--- config.mk ---
export PLATFORM = sky130hd
export DESIGN_NAME = serial_subtractor
export DESIGN_NICKNAME = d
export VERILOG_FILES = /design/src/rtl/serial_sub_pkg.sv /design/src/rtl/serial_subtractor_full_subtractor.sv /design/src/rtl/serial_subtractor.sv
export SDC_FILE = /design/constraint.sdc
export NUM_CORES = 1
export LEC_CHECK = 0
export CAP_MARGIN = 20
export CORE_MARGIN = 2
export CORE_UTILIZATION = 45
export DETAILED_ROUTE_END_ITERATION = 10
export GPL_ROUTABILITY_DRIVEN = 0
export GPL_TIMING_DRIVEN = 0
export PLACE_DENSITY = 0.7
export SLEW_MARGIN = 20
export SYNTH_ARGS = -nofsm -noshare
export SYNTH_HDL_FRONTEND = slang
export SYNTH_SLANG_ARGS = --single-unit
--- constraint.sdc ---
create_clock -name clk -period 1.8 [get_ports clk]
set_input_delay 0.36 -clock clk [delete_from_list [all_inputs] [get_ports clk]]
set_output_delay 0.36 -clock clk [all_outputs]
set_load 0.005 [all_outputs]
--- src/rtl/serial_sub_pkg.sv ---
// serial_sub_pkg: definitions shared by the bit-serial subtractor.
//   - state_e       : FSM state encoding (IDLE=0, RUN=1)
//   - DEFAULT_WIDTH : default operand/result width
//   - cnt_width()   : bit counter width able to hold the values 0..width
package serial_sub_pkg;

    localparam int DEFAULT_WIDTH = 8;

    typedef enum logic {
        IDLE = 1'b0,
        RUN  = 1'b1
    } state_e;

    // The counter must reach WIDTH itself after the last RUN cycle.
    function automatic int cnt_width(input int width);
        return $clog2(width + 1);
    endfunction

endpackage

--- src/rtl/serial_subtractor_full_subtractor.sv ---
// full_subtractor: 1-bit combinational full-subtractor cell, the inverse of
// full_adder. Port order mirrors full_adder: outputs first.
//   diff : a ^ b ^ bin
//   bout : borrow out, set when a < b + bin
//   a    : minuend bit
//   b    : subtrahend bit
//   bin  : borrow in
module full_subtractor (
    output logic diff,
    output logic bout,
    input  logic a,
    input  logic b,
    input  logic bin
);

    assign diff = a ^ b ^ bin;
    assign bout = (~a & b) | (~(a ^ b) & bin);

endmodule

--- src/rtl/serial_subtractor.sv ---
// serial_subtractor: LSB-first bit-serial a - b - bin over WIDTH cycles using
// one full_subtractor cell and a registered borrow.
//   clk   : rising-edge clock
//   rst   : synchronous active-high reset, priority over everything
//   start : request, sampled only while idle
//   a, b  : minuend / subtrahend, captured on the accepted start
//   bin   : borrow-in, captured on the accepted start
//   busy  : operation in flight
//   done  : one-cycle pulse when diff/bout/ovf are updated
//   diff  : (a - b - bin) mod 2^WIDTH
//   bout  : final borrow (unsigned a < b + bin)
//   ovf   : two's-complement overflow of the subtraction
module serial_subtractor
    import serial_sub_pkg::*;
#(
    parameter int WIDTH = DEFAULT_WIDTH
) (
    input  logic             clk,
    input  logic             rst,
    input  logic             start,
    input  logic [WIDTH-1:0] a,
    input  logic [WIDTH-1:0] b,
    input  logic             bin,
    output logic             busy,
    output logic             done,
    output logic [WIDTH-1:0] diff,
    output logic             bout,
    output logic             ovf
);

    localparam int CW = cnt_width(WIDTH);

    state_e           state_q, state_d;
    logic [WIDTH-1:0] a_sr_q, a_sr_d;
    logic [WIDTH-1:0] b_sr_q, b_sr_d;
    logic [WIDTH-1:0] res_q, res_d;
    logic             br_q, br_d;
    logic [CW-1:0]    cnt_q, cnt_d;
    // Operand sign bits are kept because the shift registers lose them.
    logic             a_msb_q, a_msb_d;
    logic             b_msb_q, b_msb_d;
    logic             busy_q, busy_d;
    logic             done_q, done_d;
    logic [WIDTH-1:0] diff_q, diff_d;
    logic             bout_q, bout_d;
    logic             ovf_q, ovf_d;

    logic             cell_d_s;
    logic             cell_bout_s;
    logic             last_s;

    full_subtractor u_cell (
        .diff (cell_d_s),
        .bout (cell_bout_s),
        .a    (a_sr_q[0]),
        .b    (b_sr_q[0]),
        .bin  (br_q)
    );

    assign last_s = (state_q == RUN) && (cnt_q == CW'(WIDTH - 1));

    // FSM state register.
    always_ff @(posedge clk) begin
        if (rst) begin
            state_q <= IDLE;
        end else begin
            state_q <= state_d;
        end
    end

    // FSM next-state logic.
    always_comb begin
        state_d = state_q;
        case (state_q)
            IDLE: begin
                if (start) begin
                    state_d = RUN;
                end else begin
                    state_d = IDLE;
                end
            end
            RUN: begin
                if (last_s) begin
                    state_d = IDLE;
                end else begin
                    state_d = RUN;
                end
            end
            default: state_d = IDLE;
        endcase
    end

    // Datapath and output-register next values.
    always_comb begin
        a_sr_d  = a_sr_q;
        b_sr_d  = b_sr_q;
        res_d   = res_q;
        br_d    = br_q;
        cnt_d   = cnt_q;
        a_msb_d = a_msb_q;
        b_msb_d = b_msb_q;
        busy_d  = busy_q;
        done_d  = 1'b0;
        diff_d  = diff_q;
        bout_d  = bout_q;
        ovf_d   = ovf_q;
        case (state_q)
            IDLE: begin
                if (start) begin
                    a_sr_d  = a;
                    b_sr_d  = b;
                    br_d    = bin;
                    cnt_d   = '0;
                    a_msb_d = a[WIDTH-1];
                    b_msb_d = b[WIDTH-1];
                    busy_d  = 1'b1;
                end else begin
                    busy_d  = 1'b0;
                end
            end
            RUN: begin
                a_sr_d = {1'b0, a_sr_q[WIDTH-1:1]};
                b_sr_d = {1'b0, b_sr_q[WIDTH-1:1]};
                res_d  = {cell_d_s, res_q[WIDTH-1:1]};
                br_d   = cell_bout_s;
                cnt_d  = cnt_q + CW'(1);
                if (last_s) begin
                    // The final bit is the result MSB and feeds ovf directly.
                    diff_d = {cell_d_s, res_q[WIDTH-1:1]};
                    bout_d = cell_bout_s;
                    ovf_d  = (a_msb_q != b_msb_q) && (cell_d_s != a_msb_q);
                    done_d = 1'b1;
                    busy_d = 1'b0;
                end else begin
                    busy_d = 1'b1;
                end
            end
            default: begin
                busy_d = 1'b0;
            end
        endcase
    end

    // Datapath and output registers.
    always_ff @(posedge clk) begin
        if (rst) begin
            a_sr_q  <= '0;
            b_sr_q  <= '0;
            res_q   <= '0;
            br_q    <= 1'b0;
            cnt_q   <= '0;
            a_msb_q <= 1'b0;
            b_msb_q <= 1'b0;
            busy_q  <= 1'b0;
            done_q  <= 1'b0;
            diff_q  <= '0;
            bout_q  <= 1'b0;
            ovf_q   <= 1'b0;
        end else begin
            a_sr_q  <= a_sr_d;
            b_sr_q  <= b_sr_d;
            res_q   <= res_d;
            br_q    <= br_d;
            cnt_q   <= cnt_d;
            a_msb_q <= a_msb_d;
            b_msb_q <= b_msb_d;
            busy_q  <= busy_d;
            done_q  <= done_d;
            diff_q  <= diff_d;
            bout_q  <= bout_d;
            ovf_q   <= ovf_d;
        end
    end

    assign busy = busy_q;
    assign done = done_q;
    assign diff = diff_q;
    assign bout = bout_q;
    assign ovf  = ovf_q;

endmodule

# After elaboration in Yosys (flattened, before gate mapping)

Index checks and enable logic that the tools add are counted.

Register bits after elaboration: 43
Output and inout bits: 12
Input port bits: 20

Mux-type cells: 12
Bitwise logic cells: 8
Add/sub/neg operators: 1
Reduce and logical (&&, ||, !) cells: 5
Equality and inequality tests: 4

Operators by type and width:

| cell                                                | number |
|---|---|
| case mux 8 bit (2 select lines)                     | 2 |
| 2-to-1 mux 8 bit                                    | 2 |
| case mux 4 bit (2 select lines)                     | 1 |
| adder 4 x 1 -> 4 bit, second input constant         | 1 |
| equality test 4 x 3 -> 1 bit, second input constant | 1 |
| 2-to-1 mux 1 bit                                    | 4 |
| 2-to-1 mux 4 bit                                    | 1 |
| case mux 1 bit (2 select lines)                     | 2 |
| AND reduction 2 bit                                 | 2 |
| inverter 1 bit                                      | 3 |
| bitwise AND 1 bit                                   | 2 |
| logical AND 1 bit                                   | 2 |
| != test 1 bit                                       | 2 |
| != test 2 bit, second input constant                | 1 |
| OR reduction 2 bit                                  | 1 |
| bitwise XOR 1 bit                                   | 2 |
| OR 1 bit                                            | 1 |

# Longest topological paths before layout

Depth after elaboration: 5
Gate-level depth with buffers: 5
Gate-level depth less buffers: 5

# By module

From an unflattened synthesis, not the netlist that was laid out.

Cells, all modules: 158
Area total of the unflattened synthesis: 1706.6 um^2

By module, submodules not included:

| module            | cells each | times used | area each (um^2) | sequential area each (um^2) |
|---|---|---|---|---|
| serial_subtractor | 154        | 1          | 1675.4           | 840.8 |
| full_subtractor   | 4          | 1          | 31.3             | 0.0 |

# Worst setup path before layout

Ideal clock, no wire load.

Path kind: reg-to-reg
Start point: register b_sr_q[0]
End point: register ovf_q, in the netlist ovf
Path buffers: 0
Required time: 1.683 ns
Slack: 0.410 ns
Setup time: 0.117 ns
Cell stages (with the launch flop): 6
Arrival: 1.273 ns
Cells stage by stage: dfxtp_1 inv_1 fa_1 nand2b_1 o22ai_1 a22o_1

Word-level cells in the longest chain between the ends: 4

RTL lines:

| element                         | RTL line                                | RTL |
|---|---|---|
| start, declared                 | serial_subtractor.sv:35                 | `logic [WIDTH-1:0] b_sr_q, b_sr_d;` |
| start signal, assigned          | serial_subtractor.sv:161                | `b_sr_q <= b_sr_d;` |
| bitwise XOR 1 bit (2 in series) | serial_subtractor_full_subtractor.sv:16 | `assign diff = a ^ b ^ bin;` |
| net cell_d_s                    | serial_subtractor.sv:48                 | `logic cell_d_s;` |
| != test 1 bit                   | serial_subtractor.sv:131                | `ovf_d = (a_msb_q != b_msb_q) && (cell_d_s != a_msb_q);` |
| logical AND 1 bit               | serial_subtractor.sv:131                |  |
| end signal, assigned            | serial_subtractor.sv:171                | `ovf_q <= ovf_d;` |
| end, declared                   | serial_subtractor.sv:46                 | `logic ovf_q, ovf_d;` |

The timed path passes the listed nets, and every way through them passes these cells.
A chain may end at the register's enable or synchronous reset.

# Worst setup path in the final report

Ends and elaborated chain as after synthesis.

==> results.json <==
{
  "synth_simple_gate_area_frac": 0.128,
  "ir_worst_vdd_mv": 0.581,
  "switchingPower_mw": 0.443,
  "io_buffers": 30,
  "worst_pin_slew_ns": 0.489,
  "synth-compound-area-share": 0.0783,
  "synth-seq-area-share": 0.487,
  "antenna_found_initial": 0,
  "cap_violations": 0,
  "worstPathMaxFanout": 4,
  "syn_nets": 180,
  "rows": 22,
  "finalInstanceArea_sq_um": 2200,
  "worstHoldPathType": "input pin to flip-flop",
  "muxShareOfSynthArea": 0.242,
  "clock_path_buffers": 2,
  "cts_root_buf": "clkbuf_8",
  "grt_max_degree": 15,
  "p_clk_frac": 0.378,
  "finalCritPeriodShare": 0.836,
  "crit_type": "flip-flop to flip-flop",
  "placed_cells": 236,
  "grt_overflow": 0,
  "yosysUniqueCellTypes": 27,
  "die_w_microns": 65.9,
  "power_density_nw_per_um2": 884,
  "final_cell_mix": "42 x dfxtp_1, 30 x clkdlybuf4s50_1, 26 x mux2i_1, 26 x nor2_1, 14 x mux2_2",
  "final_common_cell": "dfxtp_1",
  "synthAdderAreaFrac": 0.0189,
  "cts-htree-levels": 2,
  "vias_per_cell": 4.99,
  "fin_cells": 244,
  "finalHoldViolations": 0,
  "syn_inst": 158,
  "switching_share": 0.228,
  "regArea_sq_um": 841,
  "core_sq_um": 3660,
  "report.final.slew_viol_count": 0,
  "status": "finished, final reports clean",
  "num_antenna_cells": 0,
  "multiInputGateArea_sq_um": 806,
  "ioPinCount": 32,
  "async_flop_share": 0,
  "dpl.hpwl_microns": 2390,
  "n_fill_cell": 312,
  "power.leakage_nw": 0.900,
  "die-area_sq_um": 4350,
  "worst_ep_required_time_ns": 2.00,
  "synth-xor-area-share": 0,
  "yosys_warnings": 0,
  "fin_hold_ws_ns": 0.343,
  "ctsHoldBuffers": 0,
  "p_comb_frac": 0.116,
  "drt-total-wl_microns": 3180,
  "relSlewSlack": 0.674,
  "via_count": 1217,
  "placed_cell_area_sq_um": 2090,
  "wire_per_inst_microns": 13.0,
  "clk-insertion-delay-late_ns": 0.30,
  "grt_use_total": 0.167,
  "drtIter0Drc": 39,
  "fp.dieH_microns": 65.9,
  "fin_crit_ns": 1.50,
  "grt_pass1_vias": 1208,
  "end_kind": "flip-flop",
  "grt_pass1_wl_microns": 5460,
  "drc": 0,
  "finClkSkew_ns": 0.00661,
  "rsz0062_at_grt": "no",
  "drt_pass1_iterations": 4,
  "avgSynthCellArea_sq_um": 10.9,
  "worstPathArrival_ns": 1.70,
  "cts_tree": "done",
  "synth_seq_cells": 42,
  "intPower_mw": 1.50,
  "sequentialPowerShare": 0.506,
  "synth-edff-count": 0,
  "final_antenna_net_count": 0,
  "path_clk_slew_ns": 0.08,
  "cts_resized": 0,
  "numCtsBuffers": 5,
  "synth_top_family_by_area": "multiplexers",
  "fin_nets": 217,
  "rr_startpoint": "b_sr_q[0]",
  "syn2layout_area_growth_pct": 27.5,
  "synth_area_sq_um": 1730,
  "layout-drive-gt1-share": 0.168,
  "cts.sinks": 42,
  "post_cts_buffers": 0,
  "timing.fmax_mhz": 665,
  "setup_violations": 0,
  "startpoint": "b_sr_q[0]",
  "worstHoldStart": "rst",
  "crit_path_start_kind": "flip-flop",
  "finalPower_mw": 1.94,
  "ys.flop_type": "dfxtp_1",
  "initial_utilization": 0.471
}
==> power groups by stage <==
| stage | Sequential, mW | Clock [mW] | Combinational [mW] |
|---|---|---|---|
| after CTS | 0.983 | 0.754 | 0.228 |
| after floorplan | 0.999 | 0 | 0.153 |
| final | 0.983 | 0.736 | 0.226 |
| after global placement | 1.00 | 0 | 0.218 |
| after detailed placement | 1.01 | 0 | 0.227 |
| after global routing | 0.988 | 0.791 | 0.246 |
==> state kept, by name, indices dropped and copies added, names as in the netlist <==
register,cells
a_msb_q,1
diff,8
res_q,7
br_q,1
busy,1
a_sr_q,8
ovf,1
b_msb_q,1
cnt_q,4
bout,1
b_sr_q,8
done,1
==> stage by stage <==
stage / setup TNS, ns / utilization / setup slack [ns]
2_1_floorplan: 0 / - / 0.410
3_3_place_gp: 0 / 0.570 / 0.0154
3_5_place_dp: -0.0209 / 0.570 / -0.0148
5_1_grt: 0 / 0.601 / 0.190
6_report: 0 / 0.601 / 0.295
4_1_cts: 0 / 0.601 / 0.269
==> logic make-up (layout without fill, tap and decap cells) <==
family / after synthesis / count (layout)
mux: 40 / 40
fa+ha+maj: 2 / 2
compound gates: 18 / 18
flops: 42 / 42
simple gates: 42 / 42
buf+inv: 14 / 52
==> synthesized netlist by cell type (all sizes together), types with 2 or more instances <==
library cell	number	area, sq um
dfxtp	42	841
nor2	27	104
mux2i	26	260
mux2	14	158
a22o	9	78.8
buf	8	56.3
a21oi	4	20.0
nor2b	4	32.5
a211oi	3	22.5
clkbuf	3	11.3
inv	3	11.3
nor3	3	15.0
nand4	2	12.5
==> per-layer routing <==
metal / routed length [microns] / vias to the layer above / track usage
li1: - / 623 / -
met3: 167 / 5 / 0.0562
met5: 0 / - / 0
met1: 1470 / 558 / 0.202
met4: 43 / 0 / 0.0547
met2: 1510 / 31 / 0.278
==> critical path: stages, from the launching register on <==
cell and delay [ns]:
dfxtp_1 0.35, inv_1 0.06, fa_1 0.61, nand2b_1 0.12, o22ai_1 0.08, a22o_1 0.19
==> layout make-up <==
type	count	share of cell area
clock buffers	5	0.0313
repair buffers	30	0.137
flip-flops and latches	42	0.382
multi-input cells	102	0.366
well taps	48	0.0273
plain buffers	11	0.0307
clock inverters	3	0.0205
inverters	3	0.00512
==> path summary, 6_finish.rpt <==
kind                            endpoint  slack [ns]  depth (start not counted)
worst max-delay path                 ovf        0.30                          5
worst min-delay path                done        0.34                          2
worst max register to register       ovf        0.30                          5
worst min register to register      bout        0.48                          1
No activity file was read; power rests on OpenSTA's default activity.
